$ cat config.mk
export PLATFORM = sky130hd
export DESIGN_NAME = rv_execute
export DESIGN_NICKNAME = d
export VERILOG_FILES = /design/src/rtl/rv_execute.sv
export SDC_FILE = /design/constraint.sdc
export NUM_CORES = 2
export LEC_CHECK = 0
export BUFFER_PORTS_ARGS = -buffer_cell sky130_fd_sc_hd__clkbuf_2
export CAP_MARGIN = 40
export CORE_MARGIN = 1
export CORE_UTILIZATION = 40
export DETAILED_ROUTE_END_ITERATION = 12
export HOLD_SLACK_MARGIN = 0.05
export SLEW_MARGIN = 20
export SYNTH_ARGS = -nofsm -noshare
export SYNTH_HDL_FRONTEND = slang
export SYNTH_SLANG_ARGS = --single-unit
$ cat constraint.sdc
create_clock -name clk -period 11.8 [get_ports clk]
set_clock_uncertainty 0.15 [all_clocks]
set_input_delay 1.77 -clock clk [delete_from_list [all_inputs] [get_ports clk]]
set_output_delay 1.77 -clock clk [all_outputs]
set_load 0.02 [all_outputs]
$ cat src/rtl/rv_execute.sv
// rv_execute: execute/writeback stage of the step-by-step RV32I core.
// Three-cycle IDLE/REGS/EXEC sequencer with a 32x32 register file.
module rv_execute #(
  parameter logic [31:0] RESET_PC = 32'h0000_0000
) (
  input  logic        clk,
  input  logic        resetn,
  input  logic        instr_valid,
  output logic        instr_ready,
  input  logic [31:0] instr,
  input  logic [31:0] pc,
  output logic        done,
  output logic [31:0] next_pc,
  output logic        unsupported,
  output logic        halted,
  input  logic [4:0]  dbg_reg_id,
  output logic [31:0] dbg_reg_data
);

  typedef enum logic [1:0] {
    IDLE,
    REGS,
    EXEC
  } state_t;

  state_t      state;
  logic [31:0] ir;
  logic [31:0] pcr;
  logic [31:0] rs1v;
  logic [31:0] rs2v;
  logic [31:0] rf [32];

  logic [6:0]  opc;
  logic [2:0]  f3;
  logic [4:0]  rd;
  logic [4:0]  rs1;
  logic [4:0]  rs2;

  assign opc = ir[6:0];
  assign f3  = ir[14:12];
  assign rd  = ir[11:7];
  assign rs1 = ir[19:15];
  assign rs2 = ir[24:20];

  logic is_alur;
  logic is_alui;
  logic is_alu;
  logic is_br;
  logic is_jal;
  logic is_jalr;
  logic is_lui;
  logic is_auipc;
  logic is_sys;

  assign is_alur  = (opc == 7'b0110011);
  assign is_alui  = (opc == 7'b0010011);
  assign is_alu   = is_alur | is_alui;
  assign is_br    = (opc == 7'b1100011);
  assign is_jal   = (opc == 7'b1101111);
  assign is_jalr  = (opc == 7'b1100111);
  assign is_lui   = (opc == 7'b0110111);
  assign is_auipc = (opc == 7'b0010111);
  assign is_sys   = (opc == 7'b1110011);

  logic [31:0] immi;
  logic [31:0] immb;
  logic [31:0] immj;
  logic [31:0] immu;

  assign immi = {{20{ir[31]}}, ir[31:20]};
  assign immb = {{20{ir[31]}}, ir[7], ir[30:25],
                 ir[11:8], 1'b0};
  assign immj = {{12{ir[31]}}, ir[19:12], ir[20],
                 ir[30:21], 1'b0};
  assign immu = {ir[31:12], 12'b0};

  logic [31:0] op2;
  logic [4:0]  sh;
  logic [31:0] sra;
  logic [31:0] alu;

  assign op2 = is_alur ? rs2v : immi;
  assign sh  = op2[4:0];
  assign sra = $signed(rs1v) >>> sh;

  // ALU result selected by funct3
  always_comb begin
    alu = '0;
    unique case (f3)
      3'b000: alu = (is_alur && ir[30]) ? rs1v - op2
                                         : rs1v + op2;
      3'b001: alu = rs1v << sh;
      3'b010: alu = {31'b0, $signed(rs1v) < $signed(op2)};
      3'b011: alu = {31'b0, rs1v < op2};
      3'b100: alu = rs1v ^ op2;
      3'b101: alu = ir[30] ? sra : (rs1v >> sh);
      3'b110: alu = rs1v | op2;
      3'b111: alu = rs1v & op2;
      default: alu = '0;
    endcase
  end

  logic take;

  // Branch comparator; 010/011 never taken
  always_comb begin
    take = 1'b0;
    unique case (f3)
      3'b000: take = (rs1v == rs2v);
      3'b001: take = (rs1v != rs2v);
      3'b100: take = $signed(rs1v) < $signed(rs2v);
      3'b101: take = $signed(rs1v) >= $signed(rs2v);
      3'b110: take = rs1v < rs2v;
      3'b111: take = rs1v >= rs2v;
      default: take = 1'b0;
    endcase
  end

  logic        wr;
  logic [31:0] wv;
  logic [31:0] npc;
  logic        uns;
  logic        sys;

  // Writeback value and next PC per opcode class
  always_comb begin
    wr  = 1'b0;
    wv  = '0;
    npc = pcr + 32'd4;
    uns = 1'b0;
    sys = 1'b0;
    unique case (1'b1)
      is_alu: begin
        wr = 1'b1;
        wv = alu;
      end
      is_br: begin
        if (take) npc = pcr + immb;
      end
      is_jal: begin
        wr  = 1'b1;
        wv  = pcr + 32'd4;
        npc = pcr + immj;
      end
      is_jalr: begin
        wr  = 1'b1;
        wv  = pcr + 32'd4;
        npc = (rs1v + immi) & ~32'd1;
      end
      is_lui: begin
        wr = 1'b1;
        wv = immu;
      end
      is_auipc: begin
        wr = 1'b1;
        wv = pcr + immu;
      end
      is_sys: sys = 1'b1;
      default: uns = 1'b1;
    endcase
  end

  assign instr_ready = (state == IDLE) && !halted;

  assign dbg_reg_data = (dbg_reg_id == 5'd0) ? 32'd0
                                             : rf[dbg_reg_id];

  // Sequencer, register file and registered outputs
  always_ff @(posedge clk) begin
    if (!resetn) begin
      state       <= IDLE;
      next_pc     <= RESET_PC;
      done        <= 1'b0;
      unsupported <= 1'b0;
      halted      <= 1'b0;
      for (int i = 0; i < 32; i++) rf[i] <= '0;
    end else begin
      done        <= 1'b0;
      unsupported <= 1'b0;
      unique case (state)
        IDLE: begin
          if (instr_valid && !halted) begin
            ir    <= instr;
            pcr   <= pc;
            state <= REGS;
          end
        end
        REGS: begin
          rs1v  <= rf[rs1];
          rs2v  <= rf[rs2];
          state <= EXEC;
        end
        EXEC: begin
          if (wr && rd != 5'd0) rf[rd] <= wv;
          next_pc     <= npc;
          done        <= 1'b1;
          unsupported <= uns;
          if (sys) halted <= 1'b1;
          state <= IDLE;
        end
        default: state <= IDLE;
      endcase
    end
  end

endmodule

==> run_results.csv <==
group,metric,value,unit
finish,syn_to_final_growth,11.6,%
clocking,post_cts_buffers,0,
setup_path,end_kind,"flop",
yosys,avgSynthCellArea,12.4,um^2
sta,rsz0062_at_grt,"no",
floorplanning,die_y,455,um
routing,drc,0,
setup_path,worstSetupStartpointType,"flop",
floorplanning,initial_core_util,0.404,
setup_path,max_stage_delay,670,ps
yosys,synth_edf_count,1152,
floorplanning,die_w,455,um
power_and_ir_drop,powerDensity,120,nW/um^2
sta,finalWorstSetupSlack,4240,ps
power_and_ir_drop,p_leak,31.4,nW
clocking,cts_tree,"built",
setup_path,critPathKind,"reg2reg",
routing,routed_wl,346000,um
yosys,synth_cells,6594,
global_route,grt_pass1_wl,482000,um
global_route,grt_max_degree,111,
placed_design,place_worst_setup_slack,4520,ps
routing,antenna_left,0,
sta,hold_violations,0,
power_and_ir_drop,peakVddDrop,156,uV
sta,slew_viol_final,0,
yosys,synth_top_family_by_area,"multiplexers",
yosys,yosysWarnings,0,
yosys,synth.largest_area_cell,"edfxtp_1",
placed_design,place_hpwl,226000,um
clocking,ctsResizeCount,0,
clocking,clk_path_buf_depth,3,
floorplanning,core_area,203000,um^2
routing,vias_per_cell,7.01,
sta,setup_tns,0,ps
yosys,synth_cell_types,96,
finish,finalNetCount,6842,
clocking,cts.sinks,1189,
yosys,synth-seq-cells,1189,
global_route,grt_usage,0.332,
global_route,grt-ovfl-total,0,
routing,drtIter0Drc,11600,
clocking,cts-htree-levels,4,
global_route,grt_pass1_vias,62600,
yosys,synth_flop_cell,"edfxtp_1",
yosys,async_flop_share,0,
yosys,synth_fa_ha_area_frac,0.0330,
placed_design,numPortBuffers,139,
sta,setup_viol,0,
clocking,cts_buffers,137,
setup_path,cp_max_fo,31,
routing,wire_per_inst,37.1,um
sta,min_period,7560,ps
setup_path,crit_chain,"nor4b_4, buf_4, nand2_2, a21oi_2, buf_4, inv_1, ha_1, o21a_1, o31ai_1, a21oi_1, o21ai_0, o31a_1, o311ai_1, or4b_2, a31oi_1, a21o_1, a31o_2, a21oi_1",
placed_design,gp_congestion,1.06,
yosys,synthMuxAreaShare,0.289,
clocking,cts.clk_slew.worst_paths,60,ps
sta,fin_hold_ws,313,ps
floorplanning,dieArea,207000,um^2
finish,drive_gt1_frac,0.273,
setup_path,crit_arrival,7940,ps
clocking,worstSkewPairLatency,850,ps
yosys,synthSimpleGateAreaFrac,0.0993,
yosys,synthXorXnorAreaFrac,0.0154,
sta,maxSlewHeadroom,0.308,
yosys,synthTopCellsByArea,"edfxtp_1 (42%), mux4_2 (26%), nor2_1 (5.4%)",
sta,post-route-period-util,0.641,
global_route,grt_antenna_before_repair,13,
floorplanning,rows,165,
routing,firstDrtPassIters,7,
yosys,seq_area_frac_synth,0.431,
sta,fmax,0.132,GHz
yosys,netlist.area_leader.share,0.422,
clocking,clockRootBuffer,"clkbuf_16",
run,cap_violations,0,
setup_path,cp.required,12170,ps
sta,tightest_slew,1040,ps
setup_path,cp_slowest_cell,"edfxtp_1",
worst_hold_path,hp-class,"reg2reg",
floorplanning,ios,140,
routing,num_vias,65500,
finish,fillers,18200,
yosys,synth_area,81900,um^2
power_and_ir_drop,power.total,0.0110,W
yosys,synth-compound-area-share,0.0938,
clocking,postCtsHoldBufs,0,
status,run_status,"finished clean",
[worst max-delay path, delay by kind of cell (launching register included)]
family,cells,cell delay (ps)
DFF,1,670
buffers and inverters,3,900
adders and majority gates,1,460
AOI/OAI and AO/OA,11,3460
and+or+nand+nor,3,1560
[power by group]
group	total, W	switching, W	internal, W
Sequential	0.00491	0.000132	0.00478
Combinational	0.00185	0.00109	0.000762
Clock	0.00425	0.00189	0.00236
Total	0.0110	0.00311	0.00790
[Yosys cell counts (20+ instances only)]
| library cell | n |
|---|---|
| buf_1 | 94 |
| nand4_1 | 30 |
| xor2_1 | 44 |
| a211o_1 | 21 |
| inv_1 | 157 |
| nand2b_1 | 38 |
| dfxtp_1 | 37 |
| o211ai_1 | 39 |
| a21o_1 | 86 |
| nor2_2 | 30 |
| nor3_1 | 68 |
| mux4_2 | 963 |
| nor2_1 | 1185 |
| buf_2 | 82 |
| mux2_2 | 87 |
| and2_1 | 20 |
| a211oi_1 | 67 |
| and3_1 | 37 |
| ha_1 | 208 |
| o21ai_0 | 277 |
| o22ai_1 | 29 |
| xnor2_1 | 100 |
| o21bai_1 | 28 |
| a31oi_1 | 58 |
| edfxtp_1 | 1152 |
| clkbuf_1 | 434 |
| o221ai_1 | 21 |
| a221oi_1 | 33 |
| nand2_1 | 312 |
| nand3_1 | 94 |
| mux2i_1 | 98 |
| a21oi_1 | 329 |
[metrics by stage]
stage                     utilization  cells  cell area, um^2
after detailed placement        0.427   9066            86600
after global routing            0.451   9336            91400
after global placement          0.423   9022            85700
after CTS                       0.449   9312            90900
after floorplan                     -   6625            82000
final                           0.451   9339            91400
[cell families after synthesis]
kind of cell	Yosys count
compound gates	1197
xor+xnor	144
fa+ha+maj	213
buf+inv	788
flops	1189
mux	1148
other cells	1
simple gates	1914
[worst paths after layout]
| check | to | start | depth (start not counted) | slack [ps] |
|---|---|---|---|---|
| worst max-delay path | rf[25][30]$_SDFFCE_PN0P_ | ir[2]$_DFFE_PP_ | 18 | 4240 |
| worst min-delay path | next_pc[0]$_SDFFE_PN0P_ | next_pc[0]$_SDFFE_PN0P_ | 2 | 310 |
| worst max register to register | rf[25][30]$_SDFFCE_PN0P_ | ir[2]$_DFFE_PP_ | 18 | 4240 |
| worst min register to register | next_pc[0]$_SDFFE_PN0P_ | next_pc[0]$_SDFFE_PN0P_ | 2 | 310 |
[per-layer routing]
| layer | GRT usage | vias up | wire length (um) |
|---|---|---|---|
| li1 | - | 25700 | - |
| met1 | 0.430 | 33200 | 125000 |
| met2 | 0.499 | 5302 | 154000 |
| met3 | 0.0876 | 1171 | 44400 |
| met4 | 0.199 | 20 | 23700 |
| met5 | 0 | - | 127 |
[area by class of cell]
cell class,instances,area [um^2],area share
well taps,2672,3340,0.0366
clock buffers,162,3520,0.0385
repair buffers,418,3740,0.0410
inverters,163,613,0.00671
flip-flops and latches,1189,35300,0.386
diodes,3,7.51,0.0000821
multi-input cells,4648,44000,0.481
clock inverters,84,851,0.00931
[flip-flops by register name (all words and copies together), names as in the netlist]
| signal | flops |
|---|---|
| rf | 1024 |
| ir | 32 |
| next_pc | 32 |
| pcr | 32 |
| rs1v | 32 |
| rs2v | 32 |
| state | 2 |
| done | 1 |
| halted | 1 |
| unsupported | 1 |
[layout by cell type (no fill, tap or decap), types with 26 or more instances in the layout]
| cell | netlist | layout |
|---|---|---|
| nand2b_1 | 38 | 38 |
| nor2_2 | 30 | 32 |
| mux4_2 | 963 | 963 |
| o22ai_1 | 29 | 28 |
| buf_16 | 0 | 32 |
| clkbuf_2 | 0 | 134 |
| o211ai_1 | 39 | 39 |
| a31oi_1 | 58 | 53 |
| inv_1 | 157 | 156 |
| nand3_1 | 94 | 94 |
| clkbuf_1 | 434 | 26 |
| nor2_1 | 1185 | 1181 |
| dfxtp_1 | 37 | 37 |
| o21ai_0 | 277 | 272 |
| a211oi_1 | 67 | 67 |
| conb_1 | 1 | 32 |
| edfxtp_1 | 1152 | 1152 |
| mux2i_1 | 98 | 98 |
| nand2_2 | 2 | 65 |
| ha_1 | 208 | 208 |
| a21o_1 | 86 | 86 |
| buf_4 | 5 | 211 |
| xor2_1 | 44 | 44 |
| and3_1 | 37 | 36 |
| nor3_1 | 68 | 67 |
| mux2_2 | 87 | 87 |
| a221oi_1 | 33 | 30 |
| nand2_1 | 312 | 249 |
| xnor2_1 | 100 | 100 |
| clkbuf_16 | 0 | 137 |
| clkinv_1 | 3 | 38 |
| nand4_1 | 30 | 30 |
| o21bai_1 | 28 | 28 |
| a21oi_1 | 329 | 321 |
Power figures use the tool's default switching activity.
